### config.mk
export PLATFORM = sky130hd
export DESIGN_NAME = motoro3_gate_monitor
export DESIGN_NICKNAME = d
export VERILOG_FILES = /design/src/rtl/motoro3_gate_monitor.sv
export SDC_FILE = /design/constraint.sdc
export NUM_CORES = 1
export LEC_CHECK = 0
export BUFFER_PORTS_ARGS = -buffer_cell sky130_fd_sc_hd__buf_2
export CORE_ASPECT_RATIO = 0.5
export CORE_UTILIZATION = 52
export CTS_CLUSTER_DIAMETER = 50
export DETAILED_ROUTE_END_ITERATION = 12
export GPL_TIMING_DRIVEN = 0
export PLACE_DENSITY = 0.76
export SETUP_SLACK_MARGIN = 0.02
export SLEW_MARGIN = 25
export SYNTH_ARGS = -nofsm -noshare
export SYNTH_HDL_FRONTEND = slang
export SYNTH_SLANG_ARGS = --single-unit
### constraint.sdc
create_clock -name clk50mhz -period 2.4 [get_ports clk50mhz]
set_clock_uncertainty 0.15 [all_clocks]
set_input_delay 0.12 -clock clk50mhz [delete_from_list [all_inputs] [get_ports clk50mhz]]
set_output_delay 0.12 -clock clk50mhz [all_outputs]
set_load 0.05 [all_outputs]
### src/rtl/motoro3_gate_monitor.sv
// Receive-side monitor for the six three-phase gate drive lines.
// Samples the gates, filters short patterns, decodes the six-step
// commutation sequence and reports step, direction, period and faults.
module motoro3_gate_monitor #(
  parameter int MIN_DWELL = 4,
  parameter int CNT_W     = 24,
  parameter int TIMEOUT   = 5000000
) (
  input  logic             clk50mhz,
  input  logic             reset,
  input  logic             aH,
  input  logic             aL,
  input  logic             bH,
  input  logic             bL,
  input  logic             cH,
  input  logic             cL,
  input  logic             faultClr,
  output logic [2:0]       mState,
  output logic             mRunning,
  output logic             mDir,
  output logic             stepStrobe,
  output logic [CNT_W-1:0] stepPeriod,
  output logic [15:0]      stepCount,
  output logic             faultShoot,
  output logic             faultSeq
);

  typedef enum logic [1:0] {ST_IDLE, ST_FIRST, ST_RUN} state_t;

  localparam logic [7:0]       LP_DWELL = 8'(MIN_DWELL);
  localparam logic [CNT_W-1:0] LP_TMO   = CNT_W'(TIMEOUT);
  localparam logic [CNT_W-1:0] LP_MAX   = '1;

  logic [5:0]       w_gates;
  logic [5:0]       r_s;
  logic [5:0]       r_acc;
  logic [7:0]       r_dwell;
  logic [CNT_W-1:0] r_per;
  logic [CNT_W-1:0] r_period;
  state_t           r_state;
  state_t           w_state_nxt;
  logic [2:0]       r_idx;
  logic [2:0]       w_idx_nxt;
  logic             r_dir;
  logic             w_dir_nxt;
  logic             r_run;
  logic             w_run_nxt;
  logic             r_strobe;
  logic             w_step_upd;
  logic             w_seq_set;
  logic [15:0]      r_cnt;
  logic             r_fshoot;
  logic             r_fseq;
  logic             w_accept;
  logic             w_shoot;
  logic             w_valid;
  logic             w_idle;
  logic             w_fwd;
  logic             w_rev;
  logic [2:0]       w_k;

  // Bit order: {cL, cH, bL, bH, aL, aH}, i.e. phase p owns bits 2p (H) and 2p+1 (L).
  assign w_gates = {cL, cH, bL, bH, aL, aH};

  // Decode the sampled pattern into a step index; anything unlisted is illegal.
  always_comb begin
    w_valid = 1'b1;
    w_k     = 3'd0;
    case (r_s)
      6'b001001: w_k = 3'd0;  // AH+BL
      6'b100001: w_k = 3'd1;  // AH+CL
      6'b100100: w_k = 3'd2;  // BH+CL
      6'b000110: w_k = 3'd3;  // BH+AL
      6'b010010: w_k = 3'd4;  // CH+AL
      6'b011000: w_k = 3'd5;  // CH+BL
      default:   w_valid = 1'b0;
    endcase
  end

  assign w_idle   = (r_s == 6'd0);
  assign w_shoot  = (r_s[0] & r_s[1]) | (r_s[2] & r_s[3]) | (r_s[4] & r_s[5]);
  // Accept one edge after the dwell counter saturates, only for a new pattern.
  assign w_accept = (r_dwell == LP_DWELL) && (r_s != r_acc);
  // Adjacency against the accepted index (meaningless while idle, never used then).
  assign w_fwd    = (w_k == ((r_idx == 3'd5) ? 3'd0 : r_idx + 3'd1));
  assign w_rev    = (w_k == ((r_idx == 3'd0) ? 3'd5 : r_idx - 3'd1));

  // Gate sampling and dwell filter: count consecutive identical samples.
  always_ff @(posedge clk50mhz) begin
    if (reset) begin
      r_s     <= '0;
      r_dwell <= '0;
      r_acc   <= '0;
    end else begin
      r_s <= w_gates;
      if (w_gates != r_s)          r_dwell <= '0;
      else if (r_dwell != LP_DWELL) r_dwell <= r_dwell + 8'd1;
      if (w_accept) r_acc <= r_s;
    end
  end

  // Period counter: clocks since the last accept edge, saturating.
  always_ff @(posedge clk50mhz) begin
    if (reset)               r_per <= '0;
    else if (w_accept)       r_per <= CNT_W'(1);
    else if (r_per != LP_MAX) r_per <= r_per + CNT_W'(1);
  end

  // State register plus the registered status it drives.
  always_ff @(posedge clk50mhz) begin
    if (reset) begin
      r_state  <= ST_IDLE;
      r_idx    <= 3'd7;
      r_dir    <= 1'b0;
      r_run    <= 1'b0;
      r_strobe <= 1'b0;
      r_period <= '0;
      r_cnt    <= '0;
      r_fshoot <= 1'b0;
      r_fseq   <= 1'b0;
    end else begin
      r_state  <= w_state_nxt;
      r_idx    <= w_idx_nxt;
      r_dir    <= w_dir_nxt;
      r_run    <= w_run_nxt;
      r_strobe <= w_step_upd;
      if (w_step_upd) begin
        r_period <= r_per;
        r_cnt    <= r_cnt + 16'd1;
      end
      // A new fault in the same cycle as a clear keeps the flag set.
      r_fshoot <= w_shoot   | (r_fshoot & ~faultClr);
      r_fseq   <= w_seq_set | (r_fseq   & ~faultClr);
    end
  end

  // Next-state: react to accepted patterns, else watch for a stalled run.
  always_comb begin
    w_state_nxt = r_state;
    w_idx_nxt   = r_idx;
    w_dir_nxt   = r_dir;
    w_run_nxt   = r_run;
    w_step_upd  = 1'b0;
    w_seq_set   = 1'b0;
    if (w_accept) begin
      if (w_idle || !w_valid) begin
        w_seq_set   = !w_idle;
        w_state_nxt = ST_IDLE;
        w_idx_nxt   = 3'd7;
        w_run_nxt   = 1'b0;
      end else begin
        w_idx_nxt = w_k;
        if (r_state == ST_IDLE) begin
          w_state_nxt = ST_FIRST;
        end else begin
          w_step_upd = 1'b1;
          if (r_state == ST_FIRST) begin
            if (w_fwd || w_rev) begin
              w_state_nxt = ST_RUN;
              w_dir_nxt   = w_rev;
            end else begin
              w_seq_set   = 1'b1;
              w_state_nxt = ST_FIRST;
            end
          end else if ((w_fwd && !r_dir) || (w_rev && r_dir)) begin
            w_run_nxt = 1'b1;
          end else begin
            // Reversal restarts direction detection; a jump is a fault.
            w_seq_set   = !(w_fwd || w_rev);
            w_dir_nxt   = (w_fwd || w_rev) ? ~r_dir : r_dir;
            w_run_nxt   = 1'b0;
            w_state_nxt = ST_FIRST;
          end
        end
      end
    end else if (r_state == ST_RUN && r_per == LP_TMO) begin
      w_run_nxt   = 1'b0;
      w_state_nxt = ST_FIRST;
    end
  end

  // Outputs straight from registers.
  always_comb begin
    mState     = r_idx;
    mRunning   = r_run;
    mDir       = r_dir;
    stepStrobe = r_strobe;
    stepPeriod = r_period;
    stepCount  = r_cnt;
    faultShoot = r_fshoot;
    faultSeq   = r_fseq;
  end

endmodule

**After elaboration in Yosys (flattened, before gate mapping)**

Cells that the tools add are included.

- $add $sub $neg: 5
- Eq/ne operators: 21
- Reductions and logical operators: 22
- Multiplexer cells: 33
- Bitwise gates (word level): 13

Operator list:

| operator | number |
|---|---|
| $add 24x1->24 const B | 1 |
| $eq 24x23->1 const B | 1 |
| $ne 24x24->1 const B | 1 |
| $mux 1 | 22 |
| $add 16x1->16 const B | 1 |
| $pmux 3 s5 | 1 |
| $mux 2 | 7 |
| $eq 6x5->1 const B | 2 |
| $eq 6x6->1 const B | 2 |
| $ne 6x6->1 | 2 |
| $mux 3 | 3 |
| $add 8x1->8 const B | 1 |
| $eq 8x3->1 const B | 1 |
| $ne 8x3->1 const B | 1 |
| $eq 3x3->1 | 2 |
| $eq 6x3->1 const B | 1 |
| $eq 6x4->1 const B | 1 |
| $logic_not 6->1 | 1 |
| $ne 3x3->1 const B | 2 |
| $reduce_or 6->1 | 1 |
| $and 1x1->1 | 5 |
| $ne 5x5->1 const B | 1 |
| $reduce_and 5->1 | 1 |
| $logic_and 1x1->1 | 4 |
| 16 further kinds | 29 |

- Logic and storage cells: 108
- Output and inout port bits: 48
- Bits in registers: 94
- Bits of input ports: 9

**Depth between registers and ports, before layout**

Gate-level depths: netlist of run 1.

- Depth after elaboration: 11
- Mapped depth: 11
- Mapped depth without buffers: 9

**Worst setup path after synthesis of run 1**

Ideal clock, no wire load.

- Kind: register -> register
- Start: reg r_dwell[0]
- End: reg r_cnt[13] (netlist: stepCount[13])
- Path slack: -0.188 ns
- Library setup time: 0.128 ns
- Data required time: 2.122 ns
- Arrival: 2.310 ns
- Stages on the path, launching flop included: 12
- Period minus slack after synthesis: 2.588 ns
- Buffers on the path: 2
- Cell sequence: dfxtp_1 inv_1 ha_1 nor4b_1 nand2_1 a31oi_1 and3_1 clkbuf_1 buf_2 nand4_1 xor2_1 nor2_1

- Word-level cells in the longest chain between the ends: 3

Ends and longest elaborated chain:

| element | RTL line | text |
|---|---|---|
| from (decl) | 37 | `logic [7:0] r_dwell;` |
| from (signal assigned) | 97 | `else if (r_dwell != LP_DWELL) r_dwell <= r_dwell + 8'd1;` |
| $eq 8x3->1 | 83 | `assign w_accept = (r_dwell == LP_DWELL) && (r_s != r_acc);` |
| $logic_and 1x1->1 | 83 |  |
| $mux 1 | 145 | `if (w_accept) begin` |
| to (signal assigned) | 129 | `r_cnt <= r_cnt + 16'd1;` |
| to (decl) | 51 | `logic [15:0] r_cnt;` |

Every way passes these cells.
A chain may end at the register's enable or synchronous reset.

**Worst setup path after layout of run 1**

- Start: reg r_s[4]
- End: reg r_state[0]

- Word-level cells in the longest chain between the ends: 9
- Elaborated cells on any way between the ends: 28
- Classes of those cells: 10 x eq/ne; 7 x mux; 11 x reduce/logical

Ends and longest elaborated chain:

| element | RTL line | text |
|---|---|---|
| from (decl) | 35 | `logic [5:0] r_s;` |
| from (signal assigned) | 95 | `r_s <= w_gates;` |
| $eq 6x5->1, or another cell as far along | 69 | `case (r_s)` |
| $pmux 3 s5 | 69 |  |
| $eq 3x3->1, on equally long branches | 85, 86 |  |
| $logic_or 1x1->1 | 158 | `if (w_fwd \|\| w_rev) begin` |
| $mux 2 | 158 |  |
| $mux 2 | 157 | `if (r_state == ST_FIRST) begin` |
| $mux 2 | 153 | `if (r_state == ST_IDLE) begin` |
| $mux 2 | 146 | `if (w_idle \|\| !w_valid) begin` |
| $mux 2 | 145 |  |
| to (signal assigned) | 122 | `r_state <= w_state_nxt;` |
| to (decl) | 40 | `state_t r_state;` |

Several ways; a longest one is shown, not always the timed one.

==> impl_metrics.py, run 1 <==
metrics = {
    "status": {
        "run_status": "complete, but fails checks",
        "failed_checks": "setup timing",
    },
    "worst_setup_path": {
        "cp-start-kind": "register",
        "cp.arrival_ns": 2.70,
        "cp-end-kind": "register",
        "r2r_start": "r_s[4]",
        "cp_data_required_time_ns": 2.46,
        "slowest_delay_ns": 0.56,
        "cp_slowest_cell": "or4b_4",
        "crit_chain": "or4b_4, o21ai_4, or3b_1, a211o_1, o211a_4, buf_4, o311ai_2, a211oi_1",
        "critPathKind": "register to register",
        "crit_start": "r_s[4]",
        "worstPathMaxFanout": 4,
    },
    "synth": {
        "synthArstFlopShare_pct": 0,
        "syn_nets": 540,
        "yosysTopAreaCellShare_pct": 42.72,
        "synth_edf_count": 0,
        "netlist_area_um2": 4405,
        "synth_seq_area_share_pct": 42.72,
        "ys.warnings.count": 0,
        "syn_inst": 526,
        "synthFlopType": "dfxtp_1",
        "synth-seq-cells": 94,
        "synth_area_per_cell_um2": 8.375,
        "synth_top_area_cell": "dfxtp_1",
        "yosysUniqueCellTypes": 54,
        "synthTopCellsByArea": "dfxtp_1 43%, xor2_1 7.0%, nand2_1 6.3%, nor2_1 5.8%, xnor2_1 5.4%",
    },
    "clocking": {
        "cts_inserted_buffers": 9,
        "clockRootBuffer": "clkbuf_16",
        "clk_pin_slew_ns": 0.06,
        "h-tree-depth": 3,
        "cts_sinks": 94,
        "clock_latency_ns": 0.35,
        "cts_tree": "built",
        "clk_path_buf_depth": 2,
    },
    "final_layout": {
        "drive_gt1_share_pct": 25.88,
        "layout_commonest_cell": "dfxtp_1",
        "final_area_um2": 5649,
        "post-route-util_pct": 69.61,
        "n_fill_cell": 633,
        "most-common-layout-cells": "88 x dfxtp_1, 73 x nand2_1, 67 x nor2_1",
        "diodes": 0,
        "fin_nets": 632,
        "area_growth_pct": 28.23,
    },
    "sta": {
        "finalHoldViolCount": 0,
        "relSlewSlack_pct": 63.14,
        "fin_crit_sh_pct": 110.1,
        "holdWs_ns": 0.002411,
        "period_needed_ns": 2.642,
        "drv_slew": 0,
        "fin_ws_ns": -0.2419,
        "rsz0062_at_grt": "yes",
        "max_freq_mhz": 378.5,
        "tns_ns": -0.7849,
        "setup_viol": 6,
        "worst_slew_pin_slew_ns": 0.5530,
    },
    "floorplanning": {
        "io_pins": 57,
        "dieArea_um2": 8867,
        "rows": 23,
        "die_h_um": 67.09,
        "start_util_pct": 54.29,
        "core_area_um2": 8115,
        "die_x_um": 132.2,
    },
    "grt": {
        "grt_pass1_wl_mm": 17.13,
        "grt_max_degree": 16,
        "overflow": 0,
        "grt_pass1_vias": 3600,
        "antenna_found_initial": 0,
        "track_usage_pct": 24.64,
    },
    "power": {
        "p_leak_nw": 2.202,
        "vdd_drop_max_uv": 344.5,
        "pwr_density_cell_nw_per_um2": 571.3,
    },
    "placed_design": {
        "placed_area_um2": 4852,
        "hpwl_mm": 7.115,
        "routabilityCongestion": 0.8677,
        "port-buffer-count": 56,
    },
    "drt": {
        "wire_per_inst_um": 15.30,
        "vias": 4016,
        "routed_wl_mm": 11.23,
        "drt_iter0_markers": 292,
        "ant_nets": 0,
        "drcViolationCount": 0,
        "drt_pass1_iterations": 4,
        "via_per_inst": 5.471,
    },
    "worst_hold_path": {
        "worstHoldPathType": "primary input to register",
        "min_from": "reset",
    },
    "flow_run": {
        "drv_cap": 0,
    },
}
==> where the power goes <==
part	switching, mW	total, mW	internal [mW]
combinational	0.112	0.199	0.0872
clock	0.612	1.44	0.832
sequential	0.0144	1.58	1.57
total	0.738	3.23	2.49
==> cells by family (layout without fill, tap and decap cells) <==
| kind of cell | after synthesis | in the layout | synth area share [%] |
|---|---|---|---|
| simple gates | 246 | 246 | 27.80 |
| flops | 94 | 94 | 42.72 |
| compound gates | 68 | 68 | 9.941 |
| xor+xnor | 62 | 62 | 12.33 |
| buf+inv | 44 | 140 | 4.203 |
| mux | 7 | 7 | 1.591 |
| fa+ha+maj | 5 | 5 | 1.420 |
==> sequential cells by signal, indices dropped and copies added, names as in the netlist <==
register,cells
faultSeq,1
mState,3
stepCount,16
stepStrobe,1
mRunning,1
faultShoot,1
r_dwell,8
r_s,6
stepPeriod,24
mDir,1
r_state,2
r_acc,6
r_per,24
==> cells in the mapped netlist (all sizes together) (2+ instances only) <==
cell type	count
dfxtp	94
clkbuf	22
nand3	22
buf	9
or4b	2
nand2	74
and2	2
o21ai	6
nor2b	8
inv	13
nor4b	5
or3	3
xor2	35
nand4b	2
a311oi	3
and3b	2
a31oi	3
a21oi	36
and3	6
o2111ai	2
nor4	4
a211o	2
a211oi	4
nand4	12
ha	5
nand2b	4
and4	4
nor3	14
a22oi	4
mux2i	7
or3b	2
nor4bb	3
or2	6
xnor2	27
nor2	68
==> worst paths after layout <==
check	to	slack, ns	depth (start not counted)
worst max-delay path	r_state[0]	-0.24	8
worst min-delay path	r_dwell[0]	0.002	4
worst max register to register	r_state[0]	-0.24	8
worst min register to register	stepPeriod[2]	0.30	2
==> critical path, delay by kind of cell, from the launching register on <==
kind	cells	cell delay (ns)
flip-flops	1	0.35
buffers and inverters	1	0.13
AO/OA/AOI/OAI	5	0.97
AND/OR/NAND/NOR	2	0.92
==> layout make-up <==
cell class | count | area [µm²] | share of cell area, %
buffer | 23 | 171.4 | 3.034
clock buffer | 10 | 239.0 | 4.230
clock inverter | 5 | 60.06 | 1.063
inverter | 13 | 48.80 | 0.8638
multi-input combinational | 388 | 2547 | 45.09
sequential | 94 | 1892 | 33.49
tap | 112 | 140.1 | 2.481
timing repair buffer | 89 | 550.5 | 9.745
==> repair_timing <==
item,CTS,global route
gates resized for setup,33,45
pin swaps,8,9
setup buffers,11,16
endpoints found under the setup margin,76,77
hold buffers,6,0
endpoints found under the hold margin,6,0
==> routing by layer <==
layer / up-vias / track usage (%) / wire, µm
li1: 1971 / - / -
met1: 1927 / 31.13 / 5168
met2: 101 / 42.26 / 5465
met3: 17 / 5.403 / 439
met4: 0 / 8.333 / 155
met5: - / 0 / 0
==> per-stage QoR <==
step / instances / setup slack, ns / power (mW)
final: 734 / -0.2419 / 3.227
after global routing: 734 / -0.3572 / 3.319
after CTS: 721 / -0.1799 / 3.201
after detailed placement: 694 / -0.4368 / 1.766
after global placement: 694 / -0.3670 / 1.762
after floorplan: 526 / -0.09852 / 1.726
No activity file was read; power rests on OpenSTA's default activity.
==> run 2: changes to the inputs <==
--- a/config.mk
+++ b/config.mk
@@ -7,6 +7,7 @@
 export LEC_CHECK = 0
 export BUFFER_PORTS_ARGS = -buffer_cell sky130_fd_sc_hd__buf_2
 export CORE_ASPECT_RATIO = 0.5
+export CORE_MARGIN = 8
 export CORE_UTILIZATION = 52
 export CTS_CLUSTER_DIAMETER = 50
 export DETAILED_ROUTE_END_ITERATION = 12
==> constraint.sdc (replaced) <==
create_clock -name clk50mhz -period 2.1 [get_ports clk50mhz]
set_clock_uncertainty 0.15 [all_clocks]
set_input_delay 0.105 -clock clk50mhz [delete_from_list [all_inputs] [get_ports clk50mhz]]
set_output_delay 0.105 -clock clk50mhz [all_outputs]
set_load 0.05 [all_outputs]
==> run 2 against run 1 <==
  * The flow still finishes with violations (setup timing)
  * Clock power increased by 16%
  * Wire length rose by 10%
  * Fmax is 0.84% higher
  * Setup slack worse by 0.28 ns
  * Sequential cell count unchanged
  * Register-to-register slack worse by 0.28 ns
  * Non-clock buffer count is 6 higher
  * Critical path type unchanged
  * Worst hold slack better by 0.028 ns
  * First-iteration DRC count is 10% lower
  * Count of clock-buffer cells in the layout rose by 2
==> impl_metrics.py, run 2 (synthesized netlist as in run 1, its figures left out) <==
metrics = {
    "status": {
        "run_status": "complete, but fails checks",
        "failed_checks": "setup timing",
    },
    "drt": {
        "ant_nets": 0,
        "drt_iter0_markers": 262,
        "routed_wl_mm": 12.40,
        "drcViolationCount": 0,
        "vias": 4113,
        "via_per_inst": 5.558,
        "drt_pass1_iterations": 5,
        "wire_per_inst_um": 16.75,
    },
    "placed_design": {
        "dp_slack_ns": -0.6372,
        "dp.cells": 694,
        "port-buffer-count": 56,
        "routabilityCongestion": 0.8541,
        "placed_area_um2": 4933,
        "hpwl_mm": 7.465,
    },
    "grt": {
        "overflow": 0,
        "track_usage_pct": 18.44,
        "grt_pass1_vias": 3672,
        "grt_pass1_wl_mm": 17.95,
        "grt_max_degree": 15,
        "antenna_found_initial": 0,
    },
    "sta": {
        "period_needed_ns": 2.620,
        "rsz0062_at_grt": "yes",
        "finalHoldViolCount": 0,
        "worst_slew_pin_slew_ns": 0.6109,
        "drv_slew": 0,
        "fin_ws_ns": -0.5200,
        "setup_viol": 78,
        "fin_crit_sh_pct": 124.8,
        "tns_ns": -18.66,
        "relSlewSlack_pct": 59.27,
        "max_freq_mhz": 381.7,
        "holdWs_ns": 0.03035,
    },
    "worst_hold_path": {
        "worstHoldPathType": "primary input to register",
    },
    "power": {
        "p_leak_nw": 2.276,
        "vdd_drop_max_uv": 403.4,
        "total_power_mw": 3.754,
        "pwr_density_cell_nw_per_um2": 621.9,
    },
    "clocking": {
        "clockRootBuffer": "clkbuf_16",
        "h-tree-depth": 3,
        "cts_tree": "built",
        "clk_pin_slew_ns": 0.07,
        "clock_latency_ns": 0.35,
        "clk_path_buf_depth": 2,
        "cts_inserted_buffers": 9,
        "cts_sinks": 94,
    },
    "worst_setup_path": {
        "cp.arrival_ns": 2.73,
        "cp-end-kind": "register",
        "worstPathMaxFanout": 4,
        "cp-start-kind": "register",
        "cp_data_required_time_ns": 2.21,
        "critPathKind": "register to register",
    },
    "final_layout": {
        "diodes": 0,
        "finalNonFillerCells": 740,
        "most-common-layout-cells": "85 x dfxtp_1, 73 x nand2_1, 57 x buf_2",
        "layout_commonest_cell": "dfxtp_1",
        "post-route-util_pct": 74.39,
        "area_growth_pct": 37.03,
        "fin_nets": 638,
        "drive_gt1_share_pct": 32.32,
        "final_area_um2": 6037,
    },
    "flow_run": {
        "drv_cap": 0,
    },
    "floorplanning": {
        "die_x_um": 146.2,
        "core_area_um2": 8115,
        "rows": 23,
        "start_util_pct": 54.29,
        "io_pins": 57,
        "dieArea_um2": 11850,
        "die_h_um": 81.09,
    },
}
-- run 2: worst paths after layout --
kind                       from       endpoint  slack [ns]  depth (start not counted)
setup / recovery         r_s[3]     r_state[1]       -0.52                          7
hold / removal         faultClr       faultSeq        0.03                          4
setup reg to reg         r_s[3]     r_state[1]       -0.52                          7
hold reg to reg   stepPeriod[3]  stepPeriod[3]        0.30                          2
-- run 2: timing repair --
action,4_1_cts,5_1_grt
gates cloned,0,2
hold endpoints to repair,9,0
buffers inserted,9,17
gates resized for setup,24,109
pin swaps,5,27
hold buffers,7,0
setup endpoints to repair,79,79
-- run 2: cell type report --
| type | instances | area [µm²] |
|---|---|---|
| sequential | 94 | 1896 |
| clock buffer | 12 | 256.5 |
| buffer | 27 | 231.5 |
| multi-input combinational | 388 | 2799 |
| timing repair buffer | 91 | 621.8 |
| inverter | 13 | 48.80 |
| clock inverter | 3 | 43.79 |
| tap | 112 | 140.1 |
| fill | 564 | 2078 |
-- run 2: routing by layer --
metal,GRT usage [%],wire (µm),vias to the layer above
met4,6.932,206,0
met3,3.936,572,22
met5,0,0,-
li1,-,-,1977
met1,22.79,5377,1997
met2,31.79,6241,117
-- run 2: critical path, cell delays in order, from the launching register on --
cell      delay (ns)
dfxtp_2         0.33
or4b_4          0.56
o21ai_4         0.16
or3b_1          0.36
a211o_1         0.27
o211a_2         0.14
a211o_1         0.30
a311oi_2        0.25
-- run 2: where the power goes --
part           internal (mW)  switching, mW
sequential              1.80         0.0149
clock                  0.982          0.685
combinational          0.123          0.154
total                   2.90          0.854
==> run 3: changes to the inputs <==
--- a/config.mk
+++ b/config.mk
@@ -12,7 +12,7 @@
 export CTS_CLUSTER_DIAMETER = 50
 export DETAILED_ROUTE_END_ITERATION = 12
 export GPL_TIMING_DRIVEN = 0
-export PLACE_DENSITY = 0.76
+export PLACE_DENSITY = 0.79
 export SETUP_SLACK_MARGIN = 0.02
 export SLEW_MARGIN = 25
 export SYNTH_ARGS = -nofsm -noshare
==> run 3 against run 2 <==
  * The flow still finishes with violations (setup timing)
  * Wire length increased by 5.1%
  * Sequential share of layout area up 0.16 points
  * Register-to-register slack worse by 0.03 ns
  * Setup slack lost 0.031 ns
  * Critical path depth is the same
  * Fmax down 1.2%
  * Die area is the same
  * Worst hold slack improved by 0.0074 ns
  * Core utilization decreased by 0.43 points
  * Cell area is 0.58% lower
  * Critical endpoint unchanged
  * Highest routed layer unchanged
==> impl_metrics.py, run 3 (synthesized netlist as in run 1, its figures left out) <==
metrics = {
    "placed_design": {
        "dp.cells": 694,
        "dp_slack_ns": -0.5914,
        "port-buffer-count": 56,
        "hpwl_mm": 7.492,
        "routabilityCongestion": 0.8458,
    },
    "worst_setup_path": {
        "worstPathMaxFanout": 3,
        "critPathKind": "register to register",
        "reg2reg_slack_ns": -0.55,
        "cp.arrival_ns": 2.75,
        "r2r_end": "r_state[1]",
        "cp-start-kind": "register",
        "r2r_start": "r_s[2]",
        "crit_chain": "or4b_4, o21ai_4, or3b_1, a211o_1, o211a_2, a211o_1, a311oi_2",
        "ff2ff_path_depth": 7,
        "cp_data_required_time_ns": 2.20,
        "cp_slowest_cell": "or4b_4",
        "cp-end-kind": "register",
        "slowest_delay_ns": 0.54,
        "crit_top_cell": "a211o_1",
    },
    "clocking": {
        "clk_pin_slew_ns": 0.06,
        "clockRootBuffer": "clkbuf_16",
        "cts_sinks": 94,
        "cts_inserted_buffers": 9,
        "h-tree-depth": 3,
        "clk_path_buf_depth": 2,
        "cts_tree": "built",
        "clock_latency_ns": 0.35,
    },
    "sta": {
        "worst_slew_pin_slew_ns": 0.6377,
        "relSlewSlack_pct": 57.48,
        "rsz0062_at_grt": "yes",
        "fin_crit_sh_pct": 126.2,
        "setup_viol": 79,
        "finalHoldViolCount": 0,
        "max_freq_mhz": 377.2,
        "fin_ws_ns": -0.5509,
        "drv_slew": 0,
        "holdWs_ns": 0.03779,
        "period_needed_ns": 2.651,
        "tns_ns": -23.00,
    },
    "final_layout": {
        "post-route-util_pct": 73.96,
        "most-common-layout-cells": "86 x dfxtp_1, 73 x nand2_1, 62 x nor2_1",
        "area_growth_pct": 36.24,
        "layout_commonest_cell": "dfxtp_1",
        "drive_gt1_share_pct": 30.19,
        "finalNonFillerCells": 748,
        "fin_nets": 645,
        "diodes": 0,
    },
    "drt": {
        "drt_pass1_iterations": 6,
        "drcViolationCount": 0,
        "ant_nets": 0,
        "routed_wl_mm": 13.03,
        "drt_iter0_markers": 290,
        "via_per_inst": 5.739,
        "vias": 4293,
        "wire_per_inst_um": 17.42,
    },
    "grt": {
        "grt_max_degree": 16,
        "antenna_found_initial": 0,
        "grt_pass1_wl_mm": 18.86,
        "overflow": 0,
        "track_usage_pct": 19.34,
        "grt_pass1_vias": 3864,
    },
    "floorplanning": {
        "die_h_um": 81.09,
        "dieArea_um2": 11850,
        "start_util_pct": 54.29,
        "core_area_um2": 8115,
        "die_x_um": 146.2,
        "rows": 23,
        "io_pins": 57,
    },
    "status": {
        "run_status": "complete, but fails checks",
        "failed_checks": "setup timing",
    },
    "flow_run": {
        "drv_cap": 0,
    },
    "worst_hold_path": {
        "worstHoldPathType": "primary input to register",
        "hold_depth": 4,
        "hold_end": "r_dwell[0]",
        "min_from": "reset",
    },
    "power": {
        "pwr_density_cell_nw_per_um2": 643.9,
        "p_leak_nw": 2.334,
        "vdd_drop_max_uv": 481.0,
    },
}
## run 3: area by class of cell
cell class	count	area, µm²
inverters	13	48.80
clock buffers	11	242.7
fillers	536	2113
repair buffers	97	688.2
well taps	112	140.1
multi-input cells	389	2666
plain buffers	27	240.2
clock inverters	5	81.33
flip-flops and latches	94	1894
## run 3: stage by stage
stage | cell area [µm²] | total power, mW
finish | 6002 | 3.865
global route | 6002 | 3.967
CTS | 5652 | 3.812
detailed placement | 4933 | 2.022
global placement | 4933 | 2.018
floorplan | 4513 | 1.976
## run 3: metal layers
metal  global-route usage [%]  wire [µm]  part of all wire (%)  vias to the layer above
met2                    35.46       6799                    52                      169
li1                         -          -                     -                     1994
met5                        0          0                     0                        -
met4                    7.747        366                   2.8                        0
met1                    22.27       5228                    40                     2090
met3                    4.047        636                   4.9                       40
## run 3: worst max path at each step
stage	to	startpoint	slack [ns]	cells after the start
after floorplan	r_state[1]	r_s[3]	-0.40	7
after global placement	r_state[1]	r_s[1]	-0.55	9
after detailed placement	stepCount[11]	r_dwell[0]	-0.59	11
after CTS	r_state[1]	r_s[0]	-0.47	7
after global routing	r_state[1]	r_s[0]	-0.64	8
final	r_state[1]	r_s[2]	-0.55	7
## run 3: worst max-delay path: cells and delay by family (launching register included)
family	cells	cell delay, ns
AOI/OAI and AO/OA	5	1.14
and+or+nand+nor	2	0.90
DFF	1	0.38
## run 3: timing repair
action                     4_1_cts  5_1_grt
hold endpoints to repair         6        0
hold buffers                     6        0
gates resized for setup         53       44
setup endpoints to repair       79       83
buffers inserted                17       14
pin swaps                       11        8
cloned                           2        3
## run 3: power by group
| part | internal [mW] | total [mW] | switching, mW |
|---|---|---|---|
| Combinational | 0.122 | 0.276 | 0.154 |
| Sequential | 1.80 | 1.81 | 0.0159 |
| Clock | 1.08 | 1.78 | 0.699 |
